==> src/rtl/execute_muldiv_unit.sv <==
// rtl/execute_muldiv_unit.sv - iterative HI/LO multiply/divide unit for the execute stage
module execute_muldiv_unit #(
    parameter int DATA_WIDTH = 32,
    parameter int CNT_WIDTH  = 6
) (
    input  logic                  i_CLK,
    input  logic                  i_RST,
    input  logic                  i_StartE,
    input  logic                  i_FlushE,
    input  logic [2:0]            i_MDOpE,
    input  logic [DATA_WIDTH-1:0] i_SrcAE,
    input  logic [DATA_WIDTH-1:0] i_SrcBE,
    output logic [DATA_WIDTH-1:0] o_HI,
    output logic [DATA_WIDTH-1:0] o_LO,
    output logic                  o_BusyE
);
    localparam int W = DATA_WIDTH;

    typedef enum logic [1:0] {S_IDLE, S_RUN, S_FIX} state_t;

    state_t             state_q, state_d;
    logic [CNT_WIDTH-1:0] cnt_q, cnt_d;
    logic               busy_q, busy_d;
    logic [W-1:0]       hi_q, hi_d, lo_q, lo_d;
    logic [2*W-1:0]     acc_q, acc_d;
    logic [W-1:0]       op_a_q, op_a_d, op_b_q, op_b_d, raw_a_q, raw_a_d;
    logic               div_q, div_d, neg_q, neg_d, neg_rem_q, neg_rem_d, dz_q, dz_d;

    logic               op_valid, accept, is_signed, is_div_op, a_neg, b_neg;
    logic [W-1:0]       mag_a, mag_b;
    logic [W:0]         mul_sum, rem_sh, diff;
    logic [2*W-1:0]     prod_fix;
    logic [W-1:0]       quot_fix, rem_fix;

    assign op_valid  = (i_MDOpE != 3'd0) && (i_MDOpE != 3'd7);
    assign accept    = (state_q == S_IDLE) && i_StartE && !i_FlushE && op_valid;
    assign is_signed = (i_MDOpE == 3'd1) || (i_MDOpE == 3'd3);
    assign is_div_op = (i_MDOpE == 3'd3) || (i_MDOpE == 3'd4);
    assign a_neg     = is_signed && i_SrcAE[W-1];
    assign b_neg     = is_signed && i_SrcBE[W-1];
    assign mag_a     = a_neg ? -i_SrcAE : i_SrcAE;
    assign mag_b     = b_neg ? -i_SrcBE : i_SrcBE;

    // Multiply: add into the high half, shift right; product bits settle into the low half.
    assign mul_sum   = {1'b0, acc_q[2*W-1:W]} + (op_b_q[0] ? {1'b0, op_a_q} : {(W+1){1'b0}});
    // Divide: remainder lives in acc high half, quotient bits shift into the low half.
    assign rem_sh    = {acc_q[2*W-1:W], op_a_q[W-1]};
    assign diff      = rem_sh - {1'b0, op_b_q};

    assign prod_fix  = neg_q ? -acc_q : acc_q;
    assign quot_fix  = neg_q ? -acc_q[W-1:0] : acc_q[W-1:0];
    assign rem_fix   = neg_rem_q ? -acc_q[2*W-1:W] : acc_q[2*W-1:W];

    always_comb begin
        state_d   = state_q;
        cnt_d     = cnt_q;
        hi_d      = hi_q;
        lo_d      = lo_q;
        acc_d     = acc_q;
        op_a_d    = op_a_q;
        op_b_d    = op_b_q;
        raw_a_d   = raw_a_q;
        div_d     = div_q;
        neg_d     = neg_q;
        neg_rem_d = neg_rem_q;
        dz_d      = dz_q;
        case (state_q)
            S_IDLE: begin
                if (accept) begin
                    if (i_MDOpE == 3'd5) begin
                        hi_d = i_SrcAE;
                    end else if (i_MDOpE == 3'd6) begin
                        lo_d = i_SrcAE;
                    end else begin
                        op_a_d    = mag_a;
                        op_b_d    = mag_b;
                        raw_a_d   = i_SrcAE;
                        div_d     = is_div_op;
                        neg_d     = a_neg ^ b_neg;
                        neg_rem_d = a_neg;
                        dz_d      = (i_SrcBE == '0);
                        acc_d     = '0;
                        cnt_d     = '0;
                        state_d   = S_RUN;
                    end
                end
            end
            S_RUN: begin
                if (div_q) begin
                    acc_d  = {(diff[W] ? rem_sh[W-1:0] : diff[W-1:0]), acc_q[W-2:0], ~diff[W]};
                    op_a_d = op_a_q << 1;
                end else begin
                    acc_d  = {mul_sum, acc_q[W-1:1]};
                    op_b_d = op_b_q >> 1;
                end
                cnt_d = cnt_q + CNT_WIDTH'(1);
                if (cnt_q == CNT_WIDTH'(W - 1)) begin
                    state_d = S_FIX;
                end
            end
            S_FIX: begin
                if (div_q) begin
                    if (dz_q) begin
                        lo_d = '1;
                        hi_d = raw_a_q;
                    end else begin
                        lo_d = quot_fix;
                        hi_d = rem_fix;
                    end
                end else begin
                    hi_d = prod_fix[2*W-1:W];
                    lo_d = prod_fix[W-1:0];
                end
                state_d = S_IDLE;
            end
            default: state_d = S_IDLE;
        endcase
        busy_d = (state_d != S_IDLE);
    end

    always_ff @(posedge i_CLK) begin
        if (i_RST) begin
            state_q   <= S_IDLE;
            cnt_q     <= '0;
            busy_q    <= 1'b0;
            hi_q      <= '0;
            lo_q      <= '0;
            acc_q     <= '0;
            op_a_q    <= '0;
            op_b_q    <= '0;
            raw_a_q   <= '0;
            div_q     <= 1'b0;
            neg_q     <= 1'b0;
            neg_rem_q <= 1'b0;
            dz_q      <= 1'b0;
        end else begin
            state_q   <= state_d;
            cnt_q     <= cnt_d;
            busy_q    <= busy_d;
            hi_q      <= hi_d;
            lo_q      <= lo_d;
            acc_q     <= acc_d;
            op_a_q    <= op_a_d;
            op_b_q    <= op_b_d;
            raw_a_q   <= raw_a_d;
            div_q     <= div_d;
            neg_q     <= neg_d;
            neg_rem_q <= neg_rem_d;
            dz_q      <= dz_d;
        end
    end

    assign o_HI    = hi_q;
    assign o_LO    = lo_q;
    assign o_BusyE = busy_q;
endmodule

==> config.mk <==
export PLATFORM = sky130hd
export DESIGN_NAME = execute_muldiv_unit
export DESIGN_NICKNAME = d
export VERILOG_FILES = /design/src/rtl/execute_muldiv_unit.sv
export SDC_FILE = /design/constraint.sdc
export NUM_CORES = 1
export LEC_CHECK = 0
export ABC_CLOCK_PERIOD_IN_PS = 3700
export BUFFER_PORTS_ARGS = -buffer_cell sky130_fd_sc_hd__buf_2
export CAP_MARGIN = 20
export CORE_UTILIZATION = 25
export DETAILED_ROUTE_END_ITERATION = 8
export SKIP_CTS_REPAIR_TIMING = 1
export SKIP_LAST_GASP = 1
export SYNTH_ARGS = -nofsm -noshare
export SYNTH_HDL_FRONTEND = slang
export SYNTH_SLANG_ARGS = --single-unit
==> constraint.sdc <==
create_clock -name i_CLK -period 3.7 [get_ports i_CLK]
set_clock_uncertainty 0.15 [all_clocks]
set_input_delay 0.37 -clock i_CLK [delete_from_list [all_inputs] [get_ports i_CLK]]
set_output_delay 0.37 -clock i_CLK [all_outputs]
set_load 0.1 [all_outputs]
==> results.json, run 1 <==
{
  "p_int_mw": 4.937,
  "setup_viol": 0,
  "fillers": 7494,
  "tightestPinTransition_ns": 0.9951,
  "synthesis.area_um2": 17380,
  "wl_um": 59520,
  "antenna_found_initial": 6,
  "htree_levels": 1,
  "hpwl_um": 44250,
  "crit_required_ns": 4.04,
  "synth_top_family_by_area": "compound AO/OA/AOI/OAI gates",
  "std_cell_rows": 96,
  "cp-start-kind": "flop",
  "synth-edff-count": 0,
  "p_leak_nw": 8.016,
  "drv_cap": 0,
  "die_w_um": 265.7,
  "synth-compound-area-share_pct": 26.89,
  "power.density_nw_per_um2": 344.8,
  "p_sw_share_pct": 30.25,
  "ios": 136,
  "switchingPower_mw": 2.141,
  "area_delta_synth_final_pct": 18.12,
  "hold_viol": 5,
  "p_seq_share_pct": 38.2,
  "synth.ff_latch_count": 237,
  "syn-mean-instance-area_um2": 7.411,
  "cts.sinks": 237,
  "nets": 2588,
  "yosysSeqAreaShare_pct": 27.30,
  "finalCritPeriodShare_pct": 95.95,
  "rsz0062_at_grt": "yes",
  "clkPwrFrac_pct": 40.8,
  "whs_ns": -0.02093,
  "initial_utilization_pct": 25.29,
  "io_buffers": 135,
  "grt_overflow": 0,
  "yosys.area_share.adder_pct": 5.270,
  "synth_fp_nets": 2488,
  "drive_gt1_share_pct": 13.64,
  "slew_headroom_pct": 32.96,
  "drt-vias-per-instance": 5.165,
  "grt_pass1_vias": 16160,
  "grt_pass1_wl_um": 91610,
  "clk_pin_slew_ns": 0.07,
  "muxShareOfSynthArea_pct": 5.674,
  "critPathMaxFanout": 6,
  "drt-pass1-iter-count": 6,
  "hold_class": "input pin to flop",
  "crit_type": "flop to flop",
  "cp.arrival_ns": 3.89,
  "drc": 0,
  "drt_iter0_drc": 1210,
  "cts_made_buffers": 27,
  "core_area_um2": 68710,
  "rr_worst_depth": 10,
  "final_antenna_net_count": 0,
  "cts_tree": "built",
  "clkLatencyLatePin_ns": 0.56,
  "synth-xor-area-share_pct": 8.417,
  "dieArea_um2": 70570,
  "grt_max_degree": 86,
  "async_flop_share_pct": 0,
  "dr_total_vias": 17550,
  "peakVddDrop_mv": 0.2485,
  "combPwrFrac_pct": 21.0,
  "die_h_um": 265.7,
  "cts_buffer_depth": 3,
  "yosys.area_share.simple_pct": 20.84,
  "drv_slew": 0,
  "violations": "hold timing",
  "hold_depth": 3,
  "routabilityCongestion": 0.9228,
  "worstSetupEndpointType": "flop",
  "grt_usage_pct": 16.21,
  "wl_per_cell_um": 17.52,
  "synth-main-ff-cell": "dfxtp_1",
  "yosysWarnings": 0,
  "synth_cells": 2345,
  "layout_setup_ws_ns": 0.1498,
  "outcome": "finished, violations left",
  "clock.fmax_ghz": 0.2817,
  "dp_slack_ns": 0.03225,
  "fin_crit_ns": 3.550,
  "cts-root-buf": "clkbuf_16",
  "synth_cell_types": 70
}
-- power by group through the flow --
stage / Clock, mW / Sequential (mW) / Combinational [mW]
after floorplan: 0 / 2.82 / 0.949
after global placement: 0 / 2.76 / 1.45
after detailed placement: 0 / 2.76 / 1.45
after CTS: 2.93 / 2.71 / 1.46
after global routing: 3.03 / 2.71 / 1.63
final: 2.89 / 2.71 / 1.49
-- logic make-up (layout without fill, tap and decap cells) --
| logic type | after synthesis | after routing |
|---|---|---|
| AND/OR/NAND/NOR | 781 | 781 |
| AO/OA/AOI/OAI | 742 | 742 |
| buffers and inverters | 248 | 367 |
| flip-flops | 237 | 237 |
| XOR/XNOR | 167 | 167 |
| multiplexers | 98 | 98 |
| adder cells (fa/ha/maj) | 72 | 72 |
| other | 0 | 2 |
-- cell type report --
class	count	area, um^2	area share (%)
clock inverter	8	125.1	0.6095
inverter	64	240.2	1.170
clock buffer	40	814.5	3.968
multi-input combinational	1860	11760	57.30
antenna	2	5.005	0.02438
sequential	237	4750	23.14
tap	931	1165	5.675
timing repair buffer	255	1665	8.113
-- synthesized netlist by cell type (57+ instances only) --
| cell | instances | area share [%] |
|---|---|---|
| a21oi_1 | 267 | 7.7 |
| clkbuf_1 | 169 | 3.7 |
| dfxtp_1 | 237 | 27 |
| ha_1 | 70 | 5.0 |
| inv_1 | 63 | 1.4 |
| mux2i_1 | 94 | 5.4 |
| nand2_1 | 256 | 5.5 |
| nor2_1 | 229 | 4.9 |
| o211ai_1 | 57 | 2.5 |
| o21ai_0 | 143 | 4.1 |
| xnor2_1 | 93 | 4.7 |
| xor2_1 | 74 | 3.7 |
-- sequential cells by signal, indices dropped and copies added (netlist names) --
name / cells
op_b_q: 32
dz_q: 1
o_LO: 32
div_q: 1
cnt_q: 6
raw_a_q: 32
op_a_q: 32
neg_rem_q: 1
acc_q: 64
neg_q: 1
o_HI: 32
o_BusyE: 1
state_q: 2
-- critical path, stage by stage (launching register included) --
cell and delay [ns]:
dfxtp_1 0.36, or4_1 0.70, or4_1 0.54, nor4_1 0.59
nand3_1 0.22, o21ai_0 0.24, xnor2_1 0.15, nor2_1 0.06
a211oi_1 0.24, a211oi_1 0.07, nor3_1 0.18
-- stage by stage --
step / std cells / TNS, ns / total power [mW] / cell area (um^2) / util (%)
floorplan: 2345 / 0 / 3.769 / 17390 / -
global placement: 3337 / 0 / 4.207 / 19440 / 28.30
detailed placement: 3337 / 0 / 4.212 / 19440 / 28.30
CTS: 3385 / 0 / 7.089 / 20380 / 29.67
global route: 3397 / -0.009770 / 7.369 / 20530 / 29.88
finish: 3397 / 0 / 7.077 / 20530 / 29.88
-- final timing paths --
kind          startpoint           to  slack, ns
max            acc_q[49]     o_HI[29]       0.15
min          i_SrcAE[17]  raw_a_q[17]      -0.02
max reg2reg    acc_q[49]     o_HI[29]       0.15
min reg2reg  raw_a_q[24]  raw_a_q[24]       0.31
-- per-layer routing --
layer / track usage [%] / vias up / part of all wire, %
met5: 0 / - / 0.081
met4: 7.518 / 8 / 4.7
met3: 2.018 / 133 / 5.0
met2: 28.73 / 482 / 49
met1: 19.38 / 8274 / 41
li1: - / 8648 / -
-- cell usage in the layout (no fill, tap or decap), types with 26 or more instances in the layout --
master     count
ha_1          70
nor2_1       226
nand3_1       39
dfxtp_1      235
or3_1         30
a21oi_1      264
mux2i_1       94
xor2_1        74
o211ai_1      57
inv_1         63
buf_2        134
o21ai_0      138
and2_1        44
a221oi_1      30
nand2_1      256
buf_4        107
a21o_1        30
nor3_1        48
a22oi_1       26
clkbuf_16     27
xnor2_1       93
a211oi_1      46
(Power assumes the default switching activity.)
==> inputs of run 2 (changes only) <==
CORE_MARGIN = 4   (was not set)
CORE_UTILIZATION = 45   (was 25)
PLACE_DENSITY = 0.65   (was not set)
==> results.json, run 2 (synthesis gave the netlist of run 1 again) <==
{
  "outcome": "finished, violations left",
  "violations": "hold timing",
  "std_cell_rows": 71,
  "p_seq_share_pct": 37.2,
  "finish.utilization_pct": 53.34,
  "crit_family": "compound AO/OA/AOI/OAI gates",
  "hold_viol": 10,
  "cp-start-kind": "flop",
  "largest_reg_flops": 64,
  "wl_per_cell_um": 19.16,
  "critPathMaxFanout": 17,
  "setup.worst_path.end": "acc_q[60]",
  "setup_viol": 0,
  "core_area_um2": 37840,
  "fin_crit_ns": 3.575,
  "crit_path_cell_trace": "buf_4 > buf_4 > buf_4 > and2_1 > ha_1 > and2_1 > and2_1 > o211ai_1 > a211oi_1 > o21ai_1 > o21ai_0 > xnor2_1 > a21boi_0 > a32o_1",
  "crit_path_max_incr_delay_ns": 0.42,
  "grt_overflow": 0,
  "drive_gt1_share_pct": 13.97,
  "rr_worst_depth": 14,
  "hpwl_um": 41860,
  "min_from": "i_MDOpE[1]",
  "antenna_cells": 0,
  "rrSetupSlack_ns": 0.12,
  "p_leak_nw": 8.086,
  "crit_type": "flop to flop",
  "hold_class": "input pin to flop",
  "grt_max_degree": 88,
  "final_cell_mix": "265 x a21oi_1, 256 x nand2_1, 234 x dfxtp_1, 226 x nor2_1, 139 x o21ai_0",
  "drt-pass1-iter-count": 6,
  "die_h_um": 204.5,
  "drv_slew": 0,
  "met1_usage_pct": 36.82,
  "peakVddDrop_mv": 0.3617,
  "cp_num_buf_inv": 3,
  "antenna_found_initial": 2,
  "drc": 0,
  "grt_usage_pct": 26.19,
  "p_sw_share_pct": 30.18,
  "fin_setup_tns_ns": 0,
  "combPwrFrac_pct": 20.8,
  "worstSetupEndpointType": "flop",
  "fin_cells": 2988,
  "nets": 2597,
  "clk_pin_slew_ns": 0.06,
  "r2r_start": "op_b_q[0]",
  "p_int_mw": 5.066,
  "layout_commonest_cell": "a21oi_1",
  "cts_made_buffers": 30,
  "final_antenna_net_count": 0,
  "crit_required_ns": 4.00,
  "drv_cap": 0,
  "grt_util_met3_pct": 3.593,
  "whs_ns": -0.04006,
  "routabilityCongestion": 0.9222,
  "clkPwrFrac_pct": 42.0,
  "crit_path_start": "op_b_q[0]",
  "switchingPower_mw": 2.190,
  "clock.fmax_ghz": 0.2797,
  "cts_buffer_depth": 3,
  "power.density_nw_per_um2": 359.5,
  "cts.sinks": 237,
  "wl_um": 57260,
  "cts-root-buf": "clkbuf_16",
  "dp.cells": 2914,
  "r2r-end": "acc_q[60]",
  "grt_pass1_wl_um": 89800,
  "globalRouteMet2Util_pct": 42.45,
  "clkLatencyLatePin_ns": 0.58,
  "dr_total_vias": 17770,
  "cts_tree": "built",
  "io_buffers": 135,
  "drt-vias-per-instance": 5.948,
  "cp.depth": 14,
  "finalCritPeriodShare_pct": 96.63,
  "slew_headroom_pct": 30.22,
  "tightestPinTransition_ns": 1.039,
  "dieArea_um2": 41830,
  "initial_utilization_pct": 45.92,
  "drt_iter0_drc": 1510,
  "htree_levels": 1,
  "grt_pass1_vias": 16380,
  "area_delta_synth_final_pct": 16.16,
  "ios": 136,
  "slowest_stage": "a211oi_1",
  "largest_register": "acc_q",
  "grt.busiest_layer": "met2",
  "die_w_um": 204.5,
  "cp.arrival_ns": 3.88
}
run 2: cell types whose count changed in the layout (fill, tap and decap cells not counted), moves of 2 or more:
cell           previous run  this run
o21ai_2                   1         3
buf_4                   107       104
o21ai_1                   9         7
dlygate4sd3_1             8        16
clkinv_2                  3         6
clkbuf_16                27        30
a21oi_2                   3         1
clkbuf_8                  9        11
diode_2                   2         0
run 2: worst reg2reg max path: cells and delay by family (launching register included):
kind	cells	cell delay (ns)
flip-flops	1	0.31
AO/OA/AOI/OAI	6	1.50
buffers and inverters	3	0.49
adder cells (fa/ha/maj)	1	0.34
AND/OR/NAND/NOR	3	0.53
XOR/XNOR	1	0.15
run 2: stage by stage:
step                      instance area (um^2)  power (mW)  setup WS (ns)  hold slack [ns]
final                                    20190       7.256         0.1247         -0.04006
after global routing                     20190       7.566       -0.02617       0.00009848
after CTS                                19920       7.239       -0.05652         -0.06373
after detailed placement                 18880       4.182       -0.03784           0.2936
after global placement                   18880       4.162        0.09414           0.2907
after floorplan                          17390       3.769        0.03340           0.2816
run 2: routing by layer:
metal	part of all wire, %	up-vias
met5	0.037	-
met4	2.6	4
met3	6.0	102
met2	46	537
met1	45	8456
li1	-	8673
run 2: how the worst min path moves through the flow:
| stage | end | slack (ns) | depth (start not counted) |
|---|---|---|---|
| 6_report | div_q | -0.04 | 3 |
| 2_1_floorplan | raw_a_q[24] | 0.28 | 2 |
| 5_1_grt | raw_a_q[9] | 0.0001 | 3 |
| 3_3_place_gp | raw_a_q[20] | 0.29 | 2 |
| 4_1_cts | raw_a_q[1] | -0.06 | 3 |
| 3_5_place_dp | raw_a_q[6] | 0.29 | 2 |
run 2: layout make-up:
| type | count | area (um^2) |
|---|---|---|
| Multi-Input combinational cell | 1860 | 11790 |
| Tap cell | 511 | 639.4 |
| Inverter | 64 | 240.2 |
| Sequential cell | 237 | 4751 |
| Clock buffer | 44 | 913.4 |
| Clock inverter | 11 | 122.6 |
| Timing Repair Buffer | 261 | 1734 |
| Fill cell | 3711 | 17660 |
run 2: power by group through the flow:
| stage | registers (mW) | clock network (mW) | logic, mW |
|---|---|---|---|
| after global routing | 2.71 | 3.21 | 1.65 |
| after detailed placement | 2.76 | 0 | 1.43 |
| after global placement | 2.76 | 0 | 1.41 |
| after floorplan | 2.82 | 0 | 0.949 |
| final | 2.70 | 3.05 | 1.51 |
| after CTS | 2.70 | 3.10 | 1.43 |
